**src/rtl/hyper_tf_splitter.sv**
```systemverilog
// HyperBus transfer splitter.
// Takes one linear transfer request (byte address plus length in 16-bit words)
// and emits it as a series of sub-transfers, each with a pre-built 48-bit
// command-address word. Every sub-transfer is at most cfg_burst_max_i words
// long, where 0 means unlimited. The word address wraps inside the window
// selected by cfg_addr_msb_i.
//
// Handshake (both ports): a beat transfers on a rising clk edge where
// valid & ready are both 1. A source holds valid and its payload stable
// until that edge. in_ready_o may depend on out_ready_i in the same cycle,
// so a new request can be taken on the same edge as the final sub-transfer.
module hyper_tf_splitter #(
    parameter int AddrWidth        = 32,
    parameter int BurstWidth       = 15,
    parameter int NumPhys          = 1,
    parameter int MaxBurstCfgWidth = 16
) (
    input  logic                        clk_i,
    input  logic                        rst_ni,
    input  logic [MaxBurstCfgWidth-1:0] cfg_burst_max_i,
    input  logic [4:0]                  cfg_addr_msb_i,
    input  logic                        in_valid_i,
    output logic                        in_ready_o,
    input  logic                        in_write_i,
    input  logic                        in_space_i,
    input  logic                        in_btype_i,
    input  logic [AddrWidth-1:0]        in_addr_i,
    input  logic [BurstWidth-1:0]       in_burst_i,
    output logic                        out_valid_o,
    input  logic                        out_ready_i,
    output logic [47:0]                 out_ca_o,
    output logic [BurstWidth-1:0]       out_burst_o,
    output logic                        out_first_o,
    output logic                        out_last_o,
    output logic                        err_o,
    output logic                        dbg_split_o
);

    // One 16-bit word per PHY per byte pair, so two PHYs shift by one more bit.
    localparam int Shift = (NumPhys == 2) ? 2 : 1;
    // Common width used to compare a remaining length against the cfg maximum.
    localparam int CmpWidth = (BurstWidth > MaxBurstCfgWidth) ? BurstWidth : MaxBurstCfgWidth;

    typedef enum logic {
        IDLE  = 1'b0,
        SPLIT = 1'b1
    } state_e;

    state_e                      state_q, state_d;
    logic [31:0]                 waddr_q, waddr_d;
    logic [31:0]                 mask_q, mask_d;
    logic [BurstWidth-1:0]       rem_q, rem_d;
    logic [MaxBurstCfgWidth-1:0] max_q, max_d;
    logic                        write_q, write_d;
    logic                        space_q, space_d;
    logic                        btype_q, btype_d;
    logic                        out_valid_q, out_valid_d;
    logic                        out_first_q, out_first_d;
    logic                        out_last_q, out_last_d;
    logic [BurstWidth-1:0]       out_burst_q, out_burst_d;
    logic [47:0]                 out_ca_q, out_ca_d;
    logic                        err_q, err_d;

    logic                        in_ready;
    logic                        accept;
    logic                        out_hs;
    logic [31:0]                 addr_word;
    logic [31:0]                 new_mask;
    logic [31:0]                 new_waddr;
    logic [BurstWidth-1:0]       new_sub;
    logic [BurstWidth-1:0]       next_rem;
    logic [31:0]                 next_waddr;
    logic [BurstWidth-1:0]       next_sub;

    // Length of the next sub-transfer: the whole remainder when the maximum is
    // 0 or not smaller than it, otherwise the maximum.
    function automatic logic [BurstWidth-1:0] sub_len(
        input logic [BurstWidth-1:0]       rem,
        input logic [MaxBurstCfgWidth-1:0] mx
    );
        logic [CmpWidth-1:0] rem_ext;
        logic [CmpWidth-1:0] mx_ext;
        rem_ext = CmpWidth'(rem);
        mx_ext  = CmpWidth'(mx);
        if (mx == '0 || rem_ext <= mx_ext) begin
            sub_len = rem;
        end else begin
            sub_len = BurstWidth'(mx_ext);
        end
    endfunction

    // Command-address word: R/W#, address space, burst type, upper word
    // address, reserved zeros, lower word address.
    function automatic logic [47:0] make_ca(
        input logic        wr,
        input logic        sp,
        input logic        bt,
        input logic [31:0] wa
    );
        make_ca = {~wr, sp, bt, wa[31:3], 13'b0, wa[2:0]};
    endfunction

    assign addr_word = 32'(in_addr_i >> Shift);

    // Request acceptance and per-sub-transfer address/length arithmetic.
    always_comb begin
        state_d     = state_q;
        waddr_d     = waddr_q;
        mask_d      = mask_q;
        rem_d       = rem_q;
        max_d       = max_q;
        write_d     = write_q;
        space_d     = space_q;
        btype_d     = btype_q;
        out_valid_d = out_valid_q;
        out_first_d = out_first_q;
        out_last_d  = out_last_q;
        out_burst_d = out_burst_q;
        out_ca_d    = out_ca_q;
        err_d       = 1'b0;

        // Idle always takes a request; Split only on the edge the last
        // sub-transfer leaves, so the next request follows without a gap.
        if (state_q == IDLE) begin
            in_ready = 1'b1;
        end else begin
            in_ready = out_valid_q & out_ready_i & out_last_q;
        end
        accept = in_valid_i & in_ready;
        out_hs = out_valid_q & out_ready_i;

        // Values for a freshly accepted request, using cfg as seen right now.
        new_mask  = 32'hFFFF_FFFF >> (5'd31 - cfg_addr_msb_i);
        new_waddr = addr_word & new_mask;
        new_sub   = sub_len(in_burst_i, cfg_burst_max_i);

        // Values for the following sub-transfer of the current request,
        // using cfg latched at accept.
        next_rem   = rem_q - out_burst_q;
        next_waddr = (waddr_q + 32'(out_burst_q)) & mask_q;
        next_sub   = sub_len(next_rem, max_q);

        if (state_q == SPLIT && out_hs) begin
            if (!out_last_q) begin
                rem_d       = next_rem;
                waddr_d     = next_waddr;
                out_burst_d = next_sub;
                out_last_d  = (next_rem <= next_sub);
                out_first_d = 1'b0;
                out_ca_d    = make_ca(write_q, space_q, btype_q, next_waddr);
            end else begin
                state_d     = IDLE;
                out_valid_d = 1'b0;
            end
        end

        if (accept) begin
            if (in_burst_i == '0) begin
                // Zero-length request: swallow it and flag it for one cycle.
                err_d       = 1'b1;
                state_d     = IDLE;
                out_valid_d = 1'b0;
            end else begin
                state_d     = SPLIT;
                mask_d      = new_mask;
                waddr_d     = new_waddr;
                rem_d       = in_burst_i;
                max_d       = cfg_burst_max_i;
                write_d     = in_write_i;
                space_d     = in_space_i;
                btype_d     = in_btype_i;
                out_valid_d = 1'b1;
                out_first_d = 1'b1;
                out_burst_d = new_sub;
                out_last_d  = (in_burst_i <= new_sub);
                out_ca_d    = make_ca(in_write_i, in_space_i, in_btype_i, new_waddr);
            end
        end
    end

    // State and output registers; reset drops any split in progress.
    always_ff @(posedge clk_i or negedge rst_ni) begin
        if (!rst_ni) begin
            state_q     <= IDLE;
            waddr_q     <= '0;
            mask_q      <= '0;
            rem_q       <= '0;
            max_q       <= '0;
            write_q     <= 1'b0;
            space_q     <= 1'b0;
            btype_q     <= 1'b0;
            out_valid_q <= 1'b0;
            out_first_q <= 1'b0;
            out_last_q  <= 1'b0;
            out_burst_q <= '0;
            out_ca_q    <= '0;
            err_q       <= 1'b0;
        end else begin
            state_q     <= state_d;
            waddr_q     <= waddr_d;
            mask_q      <= mask_d;
            rem_q       <= rem_d;
            max_q       <= max_d;
            write_q     <= write_d;
            space_q     <= space_d;
            btype_q     <= btype_d;
            out_valid_q <= out_valid_d;
            out_first_q <= out_first_d;
            out_last_q  <= out_last_d;
            out_burst_q <= out_burst_d;
            out_ca_q    <= out_ca_d;
            err_q       <= err_d;
        end
    end

    assign in_ready_o  = in_ready;
    assign out_valid_o = out_valid_q;
    assign out_first_o = out_first_q;
    assign out_last_o  = out_last_q;
    assign out_burst_o = out_burst_q;
    assign out_ca_o    = out_ca_q;
    assign err_o       = err_q;
    assign dbg_split_o = (state_q == SPLIT);

endmodule

```
**config.mk**
```make
export PLATFORM = sky130hd
export DESIGN_NAME = hyper_tf_splitter
export DESIGN_NICKNAME = d
export VERILOG_FILES = /design/src/rtl/hyper_tf_splitter.sv
export SDC_FILE = /design/constraint.sdc
export NUM_CORES = 1
export LEC_CHECK = 0
export ABC_AREA = 0
export BUFFER_PORTS_ARGS = -buffer_cell sky130_fd_sc_hd__buf_2
export CAP_MARGIN = 20
export CORE_ASPECT_RATIO = 0.5
export CORE_UTILIZATION = 41
export CTS_CLUSTER_DIAMETER = 120
export DETAILED_ROUTE_END_ITERATION = 10
export HOLD_SLACK_MARGIN = 0.06
export SLEW_MARGIN = 20
export SYNTH_ARGS = -nofsm -noshare
export SYNTH_HDL_FRONTEND = slang
export SYNTH_SLANG_ARGS = --single-unit
```
**constraint.sdc**
```tcl
create_clock -name clk_i -period 8 [get_ports clk_i]
set_input_delay 0.4 -clock clk_i [delete_from_list [all_inputs] [get_ports clk_i]]
set_output_delay 0.4 -clock clk_i [all_outputs]
set_load 0.01 [all_outputs]
```
==> results of run 1 <==
## layer usage
| layer | track usage [%] | vias to the layer above | share of wire, % | wire length [um] |
|---|---|---|---|---|
| li1 | - | 4577 | - | - |
| met1 | 31.9 | 4611 | 47 | 14400 |
| met2 | 37.0 | 268 | 46 | 14000 |
| met3 | 4.21 | 45 | 4.8 | 1480 |
| met4 | 8.62 | 0 | 2.6 | 813 |
| met5 | 0 | - | 0 | 0 |
## stage by stage
stage	total power (W)	hold slack (ps)	setup slack (ps)
after global placement	0.00497	450	2610
final	0.00602	45.3	2420
after global routing	0.00656	111	2040
after detailed placement	0.00510	457	2550
after CTS	0.00601	84.3	2470
after floorplan	0.00415	104	3310
## cell usage in the layout (no fill, tap or decap), types with 6 or more instances in the layout
cell type,Yosys,final
nor3_1,13,13
clkbuf_16,0,17
a211o_1,6,6
mux2i_1,35,35
nor2_1,68,68
buf_2,1,141
nand2_1,189,189
inv_1,54,54
buf_4,3,8
o31ai_1,7,7
or2_2,7,7
and2_1,7,7
a21oi_1,104,104
mux2_2,7,7
and3_1,27,26
o21a_1,13,13
nor2b_1,8,8
nand4_1,18,18
dfrtp_1,165,165
o211ai_1,13,13
nand3_1,39,38
ha_1,89,89
xor2_1,14,14
a31oi_1,36,36
o21ai_1,21,21
nor4_1,14,14
o21ai_0,52,52
xnor2_1,20,20
a21o_1,38,38
## final timing paths
check	start	end	slack, ps
min in group clk_i	in_write_i	out_ca_o[47]$_DFF_PN0_	130
max in group asynchronous	rst_ni	max_q[5]$_DFFE_PN0P_	6450
min reg2reg	mask_q[16]$_DFFE_PN0P_	mask_q[16]$_DFFE_PN0P_	470
max	out_burst_o[0]$_DFF_PN0_	out_last_o$_DFF_PN0_	2420
max reg2reg	out_burst_o[0]$_DFF_PN0_	out_last_o$_DFF_PN0_	2420
min	rst_ni	out_ca_o[44]$_DFF_PN0_	50
## layout make-up
type	instances	area [um^2]
clock buffers	21	470
multi-input cells	929	6070
clock inverters	11	150
inverters	55	206
well taps	344	430
repair buffers	150	777
flip-flops and latches	165	4130
fillers	2432	13100
## report_power, final
| part | switching (W) | internal [W] |
|---|---|---|
| registers | 0.000275 | 0.00113 |
| logic | 0.00220 | 0.00156 |
| clock network | 0.000353 | 0.000516 |
| total | 0.00282 | 0.00320 |
## state kept, by name (all words and copies together) (netlist names), 15 cells and up
signal / flops
max_q: 16
waddr_q: 32
mask_q: 32
out_ca_o: 48
rem_q: 15
out_burst_o: 15
## cells by family (layout without fill, tap and decap cells)
group | Yosys count | in the layout
AOI/OAI and AO/OA | 338 | 338
xor gates and xnor gates | 34 | 34
adders and majority gates | 91 | 91
buffers and inverters | 109 | 237
DFF | 165 | 165
muxes | 42 | 42
and+or+nand+nor | 424 | 424
==> results.json, run 1 <==
{
  "status": "completed",
  "yosys.area_share.simple_pct": 18.9,
  "mappedNetlistArea_um2": 10600,
  "postCtsSetupBuffers": 0,
  "setup_viol": 0,
  "synth_top_cells_by_count": "nand2_1, dfrtp_1, a21oi_1",
  "cts_tree": "built",
  "cp_slowest_cell": "xnor2_1",
  "die_w_um": 230,
  "holdBufCountCts": 0,
  "yosysMostFrequentCell": "nand2_1",
  "drc": 0,
  "synthArstFlopShare_pct": 100,
  "fmax_mhz": 179,
  "initial_utilization_pct": 42.0,
  "setup_tns_ps": 0,
  "synth_adder_area_share_pct": 10.9,
  "yosys.area_share.xor_xnor_pct": 2.80,
  "placed_cell_area_um2": 11600,
  "dieArea_um2": 26600,
  "ys.flop_type": "dfrtp_1",
  "finalNetCount": 1484,
  "synth.top_cell.area_share_pct": 38.9,
  "cts_root_buffer": "clkbuf_16",
  "leakagePower_nw": 5.94,
  "cp-end-kind": "flip-flop",
  "coreArea_um2": 25300,
  "yosys-top-cells-area": "dfrtp_1, ha_1, nand2_1",
  "crit_cells": 22,
  "place_congestion": 0.912,
  "antenna_found_initial": 0,
  "crit_buf_inv": 1,
  "clk_pin_slew_ps": 70,
  "grt.total_usage_pct": 23.3,
  "yosysSeqAreaShare_pct": 38.9,
  "ctsResizeCount": 0,
  "drv_cap": 0,
  "hold_path.class": "primary input to asynchronous set/reset pin",
  "cp_common_cell": "ha_1",
  "insertion_delay_ps": 450,
  "stdcell_count": 1675,
  "grt-ovfl-total": 0,
  "first_iter_violations": 756,
  "grt_pass1_vias": 9174,
  "synth_top_family_by_area": "compound AO/OA/AOI/OAI gates",
  "synth_top_cell_by_area": "dfrtp_1",
  "synth-seq-cells": 165,
  "grt_max_degree": 92,
  "syn-num-nets": 1369,
  "design_area_um2": 12200,
  "yosys_warnings": 0,
  "n_antenna_cell": 0,
  "cts_buffers": 17,
  "ios": 144,
  "critical_path.top_delay_family": "compound AO/OA/AOI/OAI gates",
  "vdd_drop_max_uv": 243,
  "drive_gt1_share_pct": 16.0,
  "final.period_utilization_pct": 69.8,
  "p_per_area_nw_per_um2": 492,
  "crit_path_start_kind": "flip-flop",
  "relSlewSlack_pct": 36.2,
  "worst_path_largest_cell_delay_ps": 460,
  "grt_pass1_wl_um": 48400,
  "synth-edff-count": 0,
  "dpl.hpwl_um": 22200,
  "cp.arrival_ps": 5950,
  "rsz0062_at_grt": "false",
  "first_pass_iters": 8,
  "ant_nets": 0,
  "cts_max_level": 4,
  "syn_inst": 1203,
  "fin_skew_ps": 16.4,
  "wl_per_cell_um": 18.3,
  "via_count": 9501,
  "ff2ff_path_depth": 22,
  "final_max_slew_viol_count": 0,
  "path_max_fanout": 22,
  "period_minus_slack_ps": 5580,
  "syn_to_final_growth_pct": 15.2,
  "ctsLongestPathBuffers": 2,
  "port_buffers": 142,
  "final_core_util_pct": 48.4,
  "synth.distinct_cells": 73,
  "worstSetupPathType": "flip-flop to flip-flop",
  "crit_chain": "ha_1 -> fa_1 -> nor2b_1 -> o31a_1 -> o21ai_1 -> a21boi_1 -> o31ai_1 -> xnor2_1 -> ha_1 -> nand4b_1 -> a2111oi_0 -> o31a_1 -> buf_4 -> mux2i_1 -> ha_1 -> a21o_1 -> a21o_1 -> a21oi_1 -> o21ai_0 -> a21oi_1 -> o21bai_1 -> a32oi_1",
  "cp.required_ps": 8370,
  "dpl.cell_count": 1643,
  "synth_compound_area_share_pct": 20.4,
  "routed_wl_um": 30700,
  "syn_avg_cell_area_um2": 8.83,
  "die-height_um": 116,
  "hold_violations": 0,
  "tightest_slew_ps": 957,
  "vias_per_cell": 5.67,
  "rows": 41,
  "clock_sinks": 165,
  "synth.area.mux_share_pct": 4.04
}
Power figures use the tool's default switching activity.
==> inputs of run 2 (changes only) <==
Clock period 8 ns to 5.4 ns, I/O delays scaled along.
==> run 2 against run 1 <==
Net effect:
- design area up 0.88%
- wire length up 1.6%
- total power up 50%
- clock skew down 4.4 ps
- critical endpoint unchanged
- worst setup slack worse by 2200 ps
- die area unchanged
==> results.json, run 2 (synthesis results as in run 1) <==
{
  "p_per_area_nw_per_um2": 733,
  "final.period_utilization_pct": 95.8,
  "worstSetupPathType": "flip-flop to flip-flop",
  "fin_skew_ps": 12.0,
  "drc": 0,
  "dpl.hpwl_um": 22500,
  "ios": 144,
  "largest_reg_flops": 48,
  "die_w_um": 230,
  "grt_max_degree": 108,
  "die-height_um": 116,
  "final_max_slew_viol_count": 0,
  "leakagePower_nw": 5.99,
  "hold_path.class": "primary input to flip-flop",
  "drive_gt1_share_pct": 16.8,
  "wl_per_cell_um": 18.5,
  "ant_nets": 0,
  "postCtsSetupBuffers": 0,
  "path_max_fanout": 22,
  "grt_pass1_wl_um": 48700,
  "crit_chain": "inv_1 -> ha_1 -> nor2b_1 -> o21a_1 -> o21a_1 -> o21ai_2 -> o21ai_1 -> o221ai_1 -> xnor2_2 -> ha_1 -> nand4b_1 -> a2111oi_1 -> o31a_1 -> buf_12 -> mux2i_2 -> ha_1 -> a21o_1 -> a21o_1 -> a21oi_1 -> o21ai_0 -> a21oi_1 -> o21bai_1 -> a32oi_1",
  "cts_tree": "built",
  "syn_to_final_growth_pct": 16.2,
  "coreArea_um2": 25300,
  "layout_commonest_cell": "nand2_1",
  "cts_root_buffer": "clkbuf_16",
  "vdd_drop_max_uv": 571,
  "fmax_mhz": 193,
  "setup_viol": 0,
  "tightest_slew_ps": 1090,
  "first_pass_iters": 6,
  "antenna_found_initial": 0,
  "cp_slowest_cell": "a2111oi_1",
  "grt_pass1_vias": 8989,
  "relSlewSlack_pct": 27.4,
  "status": "completed",
  "dieArea_um2": 26600,
  "cts_buffers": 17,
  "holdWs_ps": 68.4,
  "cts_max_level": 4,
  "clock_sinks": 165,
  "n_antenna_cell": 0,
  "hold_violations": 0,
  "cp.arrival_ps": 5520,
  "layout_common_cells": "nand2_1, dfrtp_1, buf_2",
  "grt.total_usage_pct": 23.4,
  "drv_cap": 0,
  "cp.required_ps": 5750,
  "crit_path_start_kind": "flip-flop",
  "port_buffers": 142,
  "first_iter_violations": 813,
  "place_congestion": 0.914,
  "period_minus_slack_ps": 5170,
  "rows": 41,
  "via_count": 9511,
  "cp-end-kind": "flip-flop",
  "finalNetCount": 1493,
  "clk_pin_slew_ps": 60,
  "grt-ovfl-total": 0,
  "routed_wl_um": 31200,
  "worst_path_largest_cell_delay_ps": 490,
  "setup_tns_ps": 0,
  "initial_utilization_pct": 42.0,
  "ctsLongestPathBuffers": 2,
  "vias_per_cell": 5.65,
  "insertion_delay_ps": 430,
  "cp_common_cell": "ha_1"
}
run 2: changes by cell type in the layout (fill, tap and decap cells not counted), sizes merged:
cell and change:
clkbuf +1, clkinvlp +2, dlygate4sd3 +3, bufinv -1, clkinv -1, buf +5
run 2: what timing repair did:
item,4_1_cts,5_1_grt
gates resized for setup,0,7
hold endpoints to repair,108,0
endpoints found under the setup margin,0,1
hold buffers,3,0
run 2: critical path, delay by kind of cell, from the launching register on:
| kind | cells | cell delay [ps] |
|---|---|---|
| compound gates | 14 | 2720 |
| fa+ha+maj | 3 | 900 |
| flops | 1 | 460 |
| simple gates | 2 | 300 |
| mux | 1 | 280 |
| buf+inv | 2 | 270 |
| xor+xnor | 1 | 170 |
run 2: final timing paths:
check	slack (ps)	startpoint	cells past startpoint	end
min	70	in_btype_i	3	out_ca_o[45]$_DFF_PN0_
max	230	out_burst_o[1]$_DFF_PN0_	23	out_last_o$_DFF_PN0_
min in group asynchronous	500	rst_ni	2	out_ca_o[10]$_DFF_PN0_
min reg2reg	470	mask_q[16]$_DFFE_PN0P_	2	mask_q[16]$_DFFE_PN0P_
max in group asynchronous	3530	rst_ni	3	out_ca_o[44]$_DFF_PN0_
max reg2reg	230	out_burst_o[1]$_DFF_PN0_	23	out_last_o$_DFF_PN0_
run 2: power by group:
group	leakage, nW	internal [W]	switching [W]	total (W)
clock	0.281	0.000718	0.000514	0.00123
sequential	2.02	0.00167	0.000409	0.00208
combinational	3.68	0.00245	0.00329	0.00573
run 2: final cells by class:
type / instances / area [um^2]
clock buffer: 21 / 470
clock inverter: 11 / 126
fill: 2426 / 13000
inverter: 55 / 206
multi-input combinational: 929 / 6100
sequential: 165 / 4130
tap: 344 / 430
timing repair buffer: 159 / 880
run 2: through the flow:
stage	area (um^2)	cells	power, W	util [%]	setup slack, ps
floorplan	10600	1203	0.00615	-	707
global placement	11700	1649	0.00748	46.2	373
detailed placement	11700	1649	0.00767	46.2	150
CTS	12300	1684	0.00896	48.7	90.2
global route	12300	1684	0.00986	48.8	-73.5
finish	12300	1684	0.00904	48.8	228
run 2: per-layer routing:
| layer | part of all wire [%] | GRT usage (%) | vias up |
|---|---|---|---|
| li1 | - | - | 4581 |
| met1 | 47 | 32.5 | 4626 |
| met2 | 46 | 37.3 | 260 |
| met3 | 4.6 | 3.89 | 44 |
| met4 | 2.4 | 7.78 | 0 |
| met5 | 0 | 0 | - |
==> inputs of run 3 (changes only) <==
Settings changed: ABC_AREA 0 to 1.
==> run 3 against run 2 <==
Net effect:
- sequential power hardly changed
- register-to-register slack improved by 710 ps
- flip-flop and latch count unchanged
- wire length is 19% higher
- clock power increased by 7%
- first-iteration DRC count rose by 12%
- combinational power grew 3%
- clock skew increased by 6.6 ps
- synthesized cell count is 47% higher
- critical endpoint unchanged
- highest routed layer unchanged
==> results.json, run 3 <==
{
  "via_count": 11700,
  "rsz0062_at_grt": "false",
  "p_per_area_nw_per_um2": 676,
  "yosysMostFrequentCell": "nand2_1",
  "vdd_drop_max_uv": 309,
  "tightest_slew_ps": 826,
  "ys.flop_type": "dfrtp_1",
  "worstSetupPathType": "flip-flop to flip-flop",
  "cts_buffers": 17,
  "die-height_um": 123,
  "holdPathStages": 3,
  "crit_path_start_kind": "flip-flop",
  "syn_to_final_growth_pct": 13.8,
  "mappedNetlistArea_um2": 12000,
  "die_w_um": 244,
  "dieArea_um2": 30100,
  "r2r_start": "out_burst_o[0]$_DFF_PN0_",
  "clock_sinks": 165,
  "finalNetCount": 2066,
  "fin_skew_ps": 18.6,
  "cp_slowest_cell": "dfrtp_1",
  "cp.arrival_ps": 4860,
  "largest_reg_flops": 48,
  "syn-num-nets": 1940,
  "final_core_util_pct": 48.4,
  "cts_max_level": 4,
  "initial_utilization_pct": 42.6,
  "drv_cap": 0,
  "yosys-top-cells-area": "dfrtp_1, nand2_1, ha_1",
  "first_pass_iters": 6,
  "ctsLongestPathBuffers": 2,
  "layout_commonest_cell": "nand2_1",
  "port_buffers": 142,
  "grt_pass1_wl_um": 59100,
  "hold_violations": 0,
  "synth_top_cells_by_count": "nand2_1, inv_1, dfrtp_1",
  "synth.distinct_cells": 43,
  "place_congestion": 0.978,
  "grt-ovfl-total": 0,
  "cp_common_cell": "nand2_1",
  "final.period_utilization_pct": 82.7,
  "hold_path.class": "primary input to flip-flop",
  "leakagePower_nw": 7.71,
  "synth.top_cell.area_share_pct": 34.3,
  "cp-end-kind": "flip-flop",
  "syn_avg_cell_area_um2": 6.78,
  "first_iter_violations": 911,
  "setup_tns_ps": 0,
  "worst_path_largest_cell_delay_ps": 440,
  "period_minus_slack_ps": 4460,
  "final_max_slew_viol_count": 0,
  "hold-path-endpoint": "out_ca_o[20]$_DFF_PN0_",
  "wl_per_cell_um": 16.2,
  "cts_tree": "built",
  "ff2ff_path_depth": 28,
  "r2r_setup_slack_ps": 940,
  "cts_root_buffer": "clkbuf_16",
  "setup_viol": 0,
  "antenna_found_initial": 0,
  "routed_wl_um": 37100,
  "r2r_end": "out_last_o$_DFF_PN0_",
  "synth_top_cell_by_area": "dfrtp_1",
  "path_max_fanout": 16,
  "synthArstFlopShare_pct": 100,
  "grt_pass1_vias": 10900,
  "coreArea_um2": 28200,
  "synth-edff-count": 0,
  "vias_per_cell": 5.10,
  "hold_start": "in_addr_i[8]",
  "grt.total_usage_pct": 25.5,
  "ant_nets": 0,
  "layout_common_cells": "nand2_1, inv_1, dfrtp_1",
  "rows": 43,
  "relSlewSlack_pct": 44.9,
  "yosys_warnings": 0,
  "insertion_delay_ps": 470,
  "yosysSeqAreaShare_pct": 34.3,
  "drive_gt1_share_pct": 11.5,
  "drc": 0,
  "synth-seq-cells": 165,
  "dpl.hpwl_um": 28200,
  "ios": 144,
  "clk_pin_slew_ps": 70,
  "grt_max_degree": 97,
  "fmax_mhz": 224,
  "syn_inst": 1774,
  "status": "completed",
  "cp.required_ps": 5800
}
## run 3: how the worst max path moves through the flow
stage | from | to | cells past startpoint
6_report | out_burst_o[0]$_DFF_PN0_ | out_last_o$_DFF_PN0_ | 28
5_1_grt | out_burst_o[0]$_DFF_PN0_ | out_last_o$_DFF_PN0_ | 28
4_1_cts | out_burst_o[0]$_DFF_PN0_ | out_last_o$_DFF_PN0_ | 29
3_5_place_dp | out_burst_o[0]$_DFF_PN0_ | out_last_o$_DFF_PN0_ | 28
3_3_place_gp | out_burst_o[0]$_DFF_PN0_ | out_last_o$_DFF_PN0_ | 29
2_1_floorplan | out_burst_o[0]$_DFF_PN0_ | out_last_o$_DFF_PN0_ | 31
## run 3: worst max-delay path, delay by kind of cell (launching register included)
family	cells	cell delay, ps
flip-flops	1	440
adder cells (fa/ha/maj)	4	1230
AND/OR/NAND/NOR	17	1830
AO/OA/AOI/OAI	5	690
buffers and inverters	2	210
## run 3: per-stage QoR
stage / setup slack, ps / area [um^2] / hold WS, ps / instances / power, W
6_report: 935 / 13700 / 70.8 / 2296 / 0.00925
5_1_grt: 532 / 13700 / 77.6 / 2295 / 0.0103
4_1_cts: 959 / 13700 / 62.1 / 2295 / 0.00926
3_5_place_dp: 1010 / 12900 / 266 / 2250 / 0.00790
3_3_place_gp: 1060 / 12900 / 267 / 2250 / 0.00783
2_1_floorplan: 1700 / 12000 / -25.6 / 1774 / 0.00638
## run 3: area by class of cell
cell class	count	area, um^2
Tap cell	382	478
Clock buffer	17	425
Clock inverter	15	183
Timing Repair Buffer	163	920
Antenna cell	1	2.50
Fill cell	2951	14600
Sequential cell	165	4130
Inverter	224	843
Multi-Input combinational cell	1329	6700
## run 3: cells by family after synthesis
logic type / count (synthesis) / share of synthesized area (%)
flip-flops: 165 / 34.3
AND/OR/NAND/NOR: 1026 / 36.3
AO/OA/AOI/OAI: 205 / 9.26
buffers and inverters: 280 / 10.0
XOR/XNOR: 7 / 0.510
adder cells (fa/ha/maj): 91 / 9.60
## run 3: routing by layer
layer  part of all wire, %  up-vias  track usage [%]
met5                     0        -                0
met4                   2.0        0             7.46
met3                   4.9       53             4.32
met2                    46      281             41.1
met1                    47     5438             35.2
li1                      -     5943                -
## run 3: where the power goes
| part | internal (W) | leakage, nW | total (W) | switching, W |
|---|---|---|---|---|
| logic | 0.00203 | 5.34 | 0.00588 | 0.00385 |
| clock network | 0.000704 | 0.298 | 0.00132 | 0.000611 |
| registers | 0.00168 | 2.07 | 0.00205 | 0.000375 |
| total | 0.00441 | 7.71 | 0.00925 | 0.00484 |
## run 3: timing repair
action,4_1_cts,5_1_grt
endpoints found under the hold margin,69,0
resized for setup,0,0
hold buffers,13,0
buffers inserted,0,0
